[src/rtl/display_mux_0_99_pkg.sv]
// rtl/display_mux_0_99_pkg.sv - segment patterns, slot encoding and digit-enable constants
package display_mux_0_99_pkg;

    localparam logic [6:0] SEG_0    = 7'b1000000;
    localparam logic [6:0] SEG_1    = 7'b1111001;
    localparam logic [6:0] SEG_2    = 7'b0100100;
    localparam logic [6:0] SEG_3    = 7'b0110000;
    localparam logic [6:0] SEG_4    = 7'b0011001;
    localparam logic [6:0] SEG_5    = 7'b0010010;
    localparam logic [6:0] SEG_6    = 7'b0000010;
    localparam logic [6:0] SEG_7    = 7'b1111000;
    localparam logic [6:0] SEG_8    = 7'b0000000;
    localparam logic [6:0] SEG_9    = 7'b0010000;
    localparam logic [6:0] SEG_DASH = 7'b0111111;
    localparam logic [6:0] SEG_OFF  = 7'b1111111;

    typedef enum logic {
        UNI = 1'b0,
        TEN = 1'b1
    } slot_t;

    localparam logic [1:0] DIG_UNI = 2'b10;
    localparam logic [1:0] DIG_TEN = 2'b01;
    localparam logic [1:0] DIG_OFF = 2'b11;

    function automatic logic is_bcd_err(input logic [3:0] d);
        return d > 4'd9;
    endfunction

endpackage

[src/rtl/display_mux_0_99_bcd_para_7seg.sv]
// rtl/display_mux_0_99_bcd_para_7seg.sv - combinational BCD to active-low seven-segment decoder
module bcd_para_7seg
    import display_mux_0_99_pkg::*;
(
    input  logic [3:0] i_bcd,
    output logic [6:0] o_seg
);

    always_comb begin
        o_seg = SEG_DASH;
        case (i_bcd)
            4'd0:    o_seg = SEG_0;
            4'd1:    o_seg = SEG_1;
            4'd2:    o_seg = SEG_2;
            4'd3:    o_seg = SEG_3;
            4'd4:    o_seg = SEG_4;
            4'd5:    o_seg = SEG_5;
            4'd6:    o_seg = SEG_6;
            4'd7:    o_seg = SEG_7;
            4'd8:    o_seg = SEG_8;
            4'd9:    o_seg = SEG_9;
            default: o_seg = SEG_DASH;
        endcase
    end

endmodule

[src/rtl/display_mux_0_99.sv]
// rtl/display_mux_0_99.sv - two-digit multiplexed seven-segment driver; DISPLAY_BLANK_ZERO_EN enables leading-zero blanking
module display_mux_0_99
    import display_mux_0_99_pkg::*;
#(
    parameter int SCAN_DIV  = 50000,
    parameter int BLINK_DIV = 25
) (
    input  logic       clock,
    input  logic       reset,
    input  logic [3:0] units,
    input  logic [3:0] tens,
    input  logic       upd,
    input  logic       blink,
    output logic [6:0] seg,
    output logic [1:0] dig_n,
    output logic       bcd_err
);

    localparam int             PW     = $clog2(SCAN_DIV);
    localparam logic [PW-1:0]  P_LAST = PW'(SCAN_DIV - 1);
    localparam int             BW     = (BLINK_DIV > 1) ? $clog2(BLINK_DIV) : 1;
    localparam logic [BW-1:0]  B_LAST = BW'(BLINK_DIV - 1);

    logic [3:0]    r_units;
    logic [3:0]    r_tens;
    logic [PW-1:0] r_presc;
    slot_t         r_slot;
    logic [BW-1:0] r_bcnt;
    logic          r_phase;

    logic       w_wrap;
    logic       w_blank;
    logic       w_lead_blank;
    logic [3:0] w_digit;
    logic [6:0] w_seg;

    assign w_wrap  = (r_presc == P_LAST);
    assign w_digit = (r_slot == TEN) ? r_tens : r_units;
    // Gating with the live blink input lets the display reappear on the first edge after blink drops.
    assign w_blank = blink & r_phase;

`ifdef DISPLAY_BLANK_ZERO_EN
    assign w_lead_blank = (r_tens == 4'd0);
`else
    assign w_lead_blank = 1'b0;
`endif

    bcd_para_7seg u_dec (
        .i_bcd (w_digit),
        .o_seg (w_seg)
    );

    always_ff @(posedge clock or posedge reset) begin
        if (reset) begin
            r_units <= 4'd0;
            r_tens  <= 4'd0;
            r_presc <= '0;
            r_slot  <= UNI;
            r_bcnt  <= '0;
            r_phase <= 1'b0;
            seg     <= SEG_0;
            dig_n   <= DIG_UNI;
            bcd_err <= 1'b0;
        end else begin
            if (upd) begin
                r_units <= units;
                r_tens  <= tens;
            end

            if (w_wrap) begin
                r_presc <= '0;
                r_slot  <= (r_slot == UNI) ? TEN : UNI;
            end else begin
                r_presc <= r_presc + PW'(1);
            end

            if (!blink) begin
                r_bcnt  <= '0;
                r_phase <= 1'b0;
            end else if (w_wrap) begin
                if (r_bcnt == B_LAST) begin
                    r_bcnt  <= '0;
                    r_phase <= ~r_phase;
                end else begin
                    r_bcnt  <= r_bcnt + BW'(1);
                end
            end

            bcd_err <= is_bcd_err(r_units) | is_bcd_err(r_tens);

            // Enable and pattern are always taken from the same slot so they switch together.
            if (w_blank || (r_slot == TEN && w_lead_blank)) begin
                seg   <= SEG_OFF;
                dig_n <= DIG_OFF;
            end else if (r_slot == TEN) begin
                seg   <= w_seg;
                dig_n <= DIG_TEN;
            end else begin
                seg   <= w_seg;
                dig_n <= DIG_UNI;
            end
        end
    end

endmodule
[config.mk]
export PLATFORM = sky130hd
export DESIGN_NAME = display_mux_0_99
export DESIGN_NICKNAME = d
export VERILOG_FILES = /design/src/rtl/display_mux_0_99_pkg.sv /design/src/rtl/display_mux_0_99_bcd_para_7seg.sv /design/src/rtl/display_mux_0_99.sv
export SDC_FILE = /design/constraint.sdc
export NUM_CORES = 1
export LEC_CHECK = 0
export ABC_AREA = 1
export CAP_MARGIN = 20
export CORE_MARGIN = 5
export CORE_UTILIZATION = 50
export DETAILED_ROUTE_END_ITERATION = 7
export GPL_ROUTABILITY_DRIVEN = 1
export PLACE_DENSITY = 0.74
export SLEW_MARGIN = 20
export SYNTH_ARGS = -nofsm -noshare
export SYNTH_HDL_FRONTEND = slang
export SYNTH_SLANG_ARGS = --single-unit
[constraint.sdc]
create_clock -name clock -period 1.7 [get_ports clock]
set_input_delay 0.34 -clock clock [delete_from_list [all_inputs] [get_ports clock]]
set_output_delay 0.34 -clock clock [all_outputs]
set_load 0.05 [all_outputs]
==> results of run 1 <==
[registers in the layout (all words and copies together) (netlist names)]
name	flops
r_presc	16
seg	7
r_bcnt	5
r_tens	4
r_units	4
dig_n	2
bcd_err	1
r_phase	1
r_slot	1
[metrics by stage]
stage	std cells	util [%]
3_3_place_gp	319	59.9
2_1_floorplan	246	-
4_1_cts	327	62.8
3_5_place_dp	319	59.9
6_report	327	62.8
5_1_grt	327	62.8
[power by group]
part / internal, mW / switching (mW)
clock: 0.477 / 0.335
combinational: 0.143 / 0.260
sequential: 1.04 / 0.0265
[routing by layer]
metal	GRT usage, %	wire, um	vias to the layer above
met2	24.2	1840	29
li1	-	-	844
met1	21.0	1890	763
met4	6.41	46	0
met3	3.17	159	5
met5	0	0	-
[cells in the final DEF (no fill, tap or decap), types with 3 or more instances in the layout]
master                            count
sky130_fd_sc_hd__nand2_1             52
sky130_fd_sc_hd__dfrtp_1             39
sky130_fd_sc_hd__inv_1               30
sky130_fd_sc_hd__nor2_1              24
sky130_fd_sc_hd__nand3_1             23
sky130_fd_sc_hd__o21ai_0             13
sky130_fd_sc_hd__buf_4               13
sky130_fd_sc_hd__clkdlybuf4s50_1     11
sky130_fd_sc_hd__ha_1                 9
sky130_fd_sc_hd__xor2_1               8
sky130_fd_sc_hd__nor2_2               6
sky130_fd_sc_hd__clkbuf_8             6
sky130_fd_sc_hd__inv_2                5
sky130_fd_sc_hd__a21oi_1              4
sky130_fd_sc_hd__nor3_1               4
sky130_fd_sc_hd__nand4_1              4
sky130_fd_sc_hd__mux2_2               4
sky130_fd_sc_hd__buf_12               3
[critical path, delay by kind of cell (launching register included)]
family / cells / cell delay (ns)
compound gates: 2 / 0.24
fa+ha+maj: 1 / 0.18
buf+inv: 1 / 0.06
simple gates: 3 / 0.47
flops: 1 / 0.47
[cells by family after synthesis]
logic type,Yosys count,share of synthesized area [%]
buf+inv,39,7.80
fa+ha+maj,9,5.28
simple gates,120,26.3
compound gates,24,6.63
flops,41,48.2
mux,4,2.11
xor+xnor,9,3.70
[layout make-up]
type | instances | area (sq um)
tap | 50 | 62.6
multi-input combinational | 166 | 938
timing repair buffer | 27 | 268
fill | 330 | 1510
inverter | 35 | 131
clock inverter | 2 | 37.5
sequential | 41 | 1030
clock buffer | 6 | 82.6
[how the worst min path moves through the flow]
stage	startpoint	end	slack (ns)
3_5_place_dp	r_presc[0]	r_presc[0]	0.48
5_1_grt	reset	r_bcnt[4]	0.42
6_report	reset	r_tens[0]	0.39
3_3_place_gp	r_presc[0]	r_presc[0]	0.46
4_1_cts	reset	r_slot	0.40
2_1_floorplan	r_presc[0]	r_presc[0]	0.43
==> metrics.txt, run 1 <==
# TYPE chip_impl_metric gauge
chip_impl_metric{name="critPathRequiredTime",unit="ns"} 1.88
chip_impl_info{name="worstSetupStartpointType",value="flip-flop"} 1
chip_impl_metric{name="setup_total_negative_slack",unit="ns"} 0
chip_impl_metric{name="post_layout_instance_area",unit="sq um"} 2550
chip_impl_metric{name="timing.final.crit_share",unit="%"} 90.3
chip_impl_metric{name="synth_nets",unit=""} 267
chip_impl_metric{name="reg2reg_depth",unit=""} 7
chip_impl_metric{name="core",unit="sq um"} 4060
chip_impl_metric{name="number_of_antenna_violations_at_the_first_check_in_global_routing",unit=""} 0
chip_impl_metric{name="via_per_inst",unit=""} 5.02
chip_impl_metric{name="clockBufferDepth",unit=""} 2
chip_impl_info{name="cp_cell_sequence",value="nand2_1 > o21a_1 > inv_2 > ha_1 > or2_2 > o211ai_1 > nand2_1"} 1
chip_impl_info{name="cpMaxStageDelayCell",value="sky130_fd_sc_hd__dfrtp_1"} 1
chip_impl_metric{name="routed_wire_length_per_instance",unit="um"} 12.0
chip_impl_metric{name="synth_top_cell_area_share",unit="%"} 45.7
chip_impl_metric{name="cts-resized-gates",unit=""} 0
chip_impl_metric{name="critical_path.max_stage_delay",unit="ns"} 0.47
chip_impl_metric{name="mapped_cells",unit=""} 246
chip_impl_metric{name="gpl.final_weighted_congestion",unit=""} 0.836
chip_impl_metric{name="holdWs",unit="ns"} 0.392
chip_impl_metric{name="synthesis.yosys.warnings",unit=""} 0
chip_impl_metric{name="synth_enable_flop_cells",unit=""} 0
chip_impl_metric{name="worstPathMaxFanout",unit=""} 8
chip_impl_metric{name="p_leak",unit="nW"} 1.25
chip_impl_metric{name="max-cap-violations",unit=""} 0
chip_impl_metric{name="cts.htree.levels",unit=""} 2
chip_impl_metric{name="maxClockFrequency",unit="MHz"} 651
chip_impl_metric{name="seq_area_frac_synth",unit="%"} 48.2
chip_impl_info{name="r2r_end",value="seg[0]"} 1
chip_impl_metric{name="drv_slew",unit=""} 0
chip_impl_info{name="worstSetupPathType",value="flip-flop to flip-flop"} 1
chip_impl_metric{name="starting_utilization_of_the_core_area",unit="%"} 52.6
chip_impl_info{name="startpoint",value="r_slot"} 1
chip_impl_metric{name="die_height",unit="um"} 75.3
chip_impl_metric{name="floorplan.die.width",unit="um"} 75.3
chip_impl_metric{name="dieArea",unit="sq um"} 5670
chip_impl_metric{name="place_area",unit="sq um"} 2430
chip_impl_metric{name="timing.final.crit_period",unit="ns"} 1.54
chip_impl_metric{name="portBuffers",unit=""} 21
chip_impl_info{name="synth_flop_cell",value="sky130_fd_sc_hd__dfrtp_1"} 1
chip_impl_info{name="crit_end",value="seg[0]"} 1
chip_impl_metric{name="dr.pass1.iters",unit=""} 4
chip_impl_metric{name="globalRouteOverflowTotal",unit=""} 0
chip_impl_metric{name="synth.distinct_cells",unit=""} 28
chip_impl_info{name="tritoncts",value="built"} 1
chip_impl_info{name="rsz0062_at_grt",value="no"} 1
chip_impl_info{name="crit_top_cell",value="sky130_fd_sc_hd__nand2_1"} 1
chip_impl_metric{name="drtAntennaViolNets",unit=""} 0
chip_impl_metric{name="hpwl",unit="mm"} 2.98
chip_impl_metric{name="final_layout_size_suffix_gt1_share",unit="%"} 18.4
chip_impl_metric{name="area_growth",unit="%"} 19.5
chip_impl_info{name="synth.top_cells.by_count",value="sky130_fd_sc_hd__nand2_1 (52), sky130_fd_sc_hd__dfrtp_1 (39), sky130_fd_sc_hd__inv_1 (30), sky130_fd_sc_hd__nor2_1 (24), sky130_fd_sc_hd__nand3_1 (23)"} 1
chip_impl_metric{name="final_nets",unit=""} 297
chip_impl_metric{name="skew",unit="ns"} 0.00525
chip_impl_metric{name="syn-mean-instance-area",unit="sq um"} 8.67
chip_impl_metric{name="drt-total-wl",unit="mm"} 3.94
chip_impl_metric{name="drt_iter0_drc",unit=""} 90
chip_impl_metric{name="worst_setup_hold_path_clk_slew",unit="ns"} 0.08
chip_impl_info{name="clock-root-buffer",value="sky130_fd_sc_hd__clkbuf_8"} 1
chip_impl_metric{name="ff2ff_setup_slack",unit="ns"} 0.16
chip_impl_metric{name="slew_headroom",unit="%"} 79.3
chip_impl_metric{name="global_route_wire_length_before_repair",unit="mm"} 6.69
chip_impl_metric{name="drc",unit=""} 0
chip_impl_metric{name="pwrdens",unit="nW/um^2"} 893
chip_impl_metric{name="post_synth_instance_area",unit="sq um"} 2130
chip_impl_info{name="timing.rr.start",value="r_slot"} 1
chip_impl_metric{name="clkSinkCount",unit=""} 41
chip_impl_info{name="yosys.area.top_type",value="sky130_fd_sc_hd__dfrtp_1"} 1
chip_impl_metric{name="grt_start_max_net_pins",unit=""} 42
chip_impl_metric{name="synth.ff_latch_count",unit=""} 41
chip_impl_info{name="run_status",value="completed"} 1
chip_impl_metric{name="clk_latency",unit="ns"} 0.29
chip_impl_metric{name="irDropWorstVdd",unit="mV"} 0.490
chip_impl_metric{name="worst-endpoint-arrival",unit="ns"} 1.71
chip_impl_metric{name="grt_usage",unit="%"} 15.5
chip_impl_metric{name="num_io_pins",unit=""} 22
chip_impl_metric{name="n_antenna_cell",unit=""} 0
chip_impl_metric{name="vias",unit=""} 1641
chip_impl_metric{name="preCtsSetupSlack",unit="ns"} 0.148
chip_impl_info{name="synth_area_leaders",value="sky130_fd_sc_hd__dfrtp_1 (46%), sky130_fd_sc_hd__nand2_1 (9.1%), sky130_fd_sc_hd__nand3_1 (5.4%), sky130_fd_sc_hd__ha_1 (5.3%), sky130_fd_sc_hd__inv_1 (5.3%)"} 1
chip_impl_metric{name="timing.final.ws_setup",unit="ns"} 0.165
chip_impl_metric{name="async_reset_ff_share",unit="%"} 100
chip_impl_metric{name="grt_pass1_vias",unit=""} 1540
chip_impl_metric{name="finalPower",unit="mW"} 2.28
chip_impl_info{name="hold_class",value="input pin to async pin"} 1
chip_impl_metric{name="hold_viol",unit=""} 0
chip_impl_info{name="synthMostInstantiatedCell",value="sky130_fd_sc_hd__nand2_1"} 1
chip_impl_metric{name="std_cell_rows",unit=""} 23
chip_impl_metric{name="slew_worst_pin",unit="ns"} 0.307
chip_impl_metric{name="ctsHoldBuffers",unit=""} 0
chip_impl_info{name="crit_path_end_kind",value="flip-flop"} 1
chip_impl_metric{name="cts_buffers",unit=""} 5
chip_impl_metric{name="final-setup-viol-count",unit=""} 0
chip_impl_metric{name="post-cts-setup-buffers",unit=""} 0
Power figures use the tool's default switching activity.
==> run 2, diff against run 1 <==
--- a/config.mk
+++ b/config.mk
@@ -12,6 +12,7 @@
 export DETAILED_ROUTE_END_ITERATION = 7
 export GPL_ROUTABILITY_DRIVEN = 1
 export PLACE_DENSITY = 0.74
+export SKIP_LAST_GASP = 1
 export SLEW_MARGIN = 20
 export SYNTH_ARGS = -nofsm -noshare
 export SYNTH_HDL_FRONTEND = slang
==> results of run 2 <==
Final layout, timing and power as in run 1 (identical DEF).
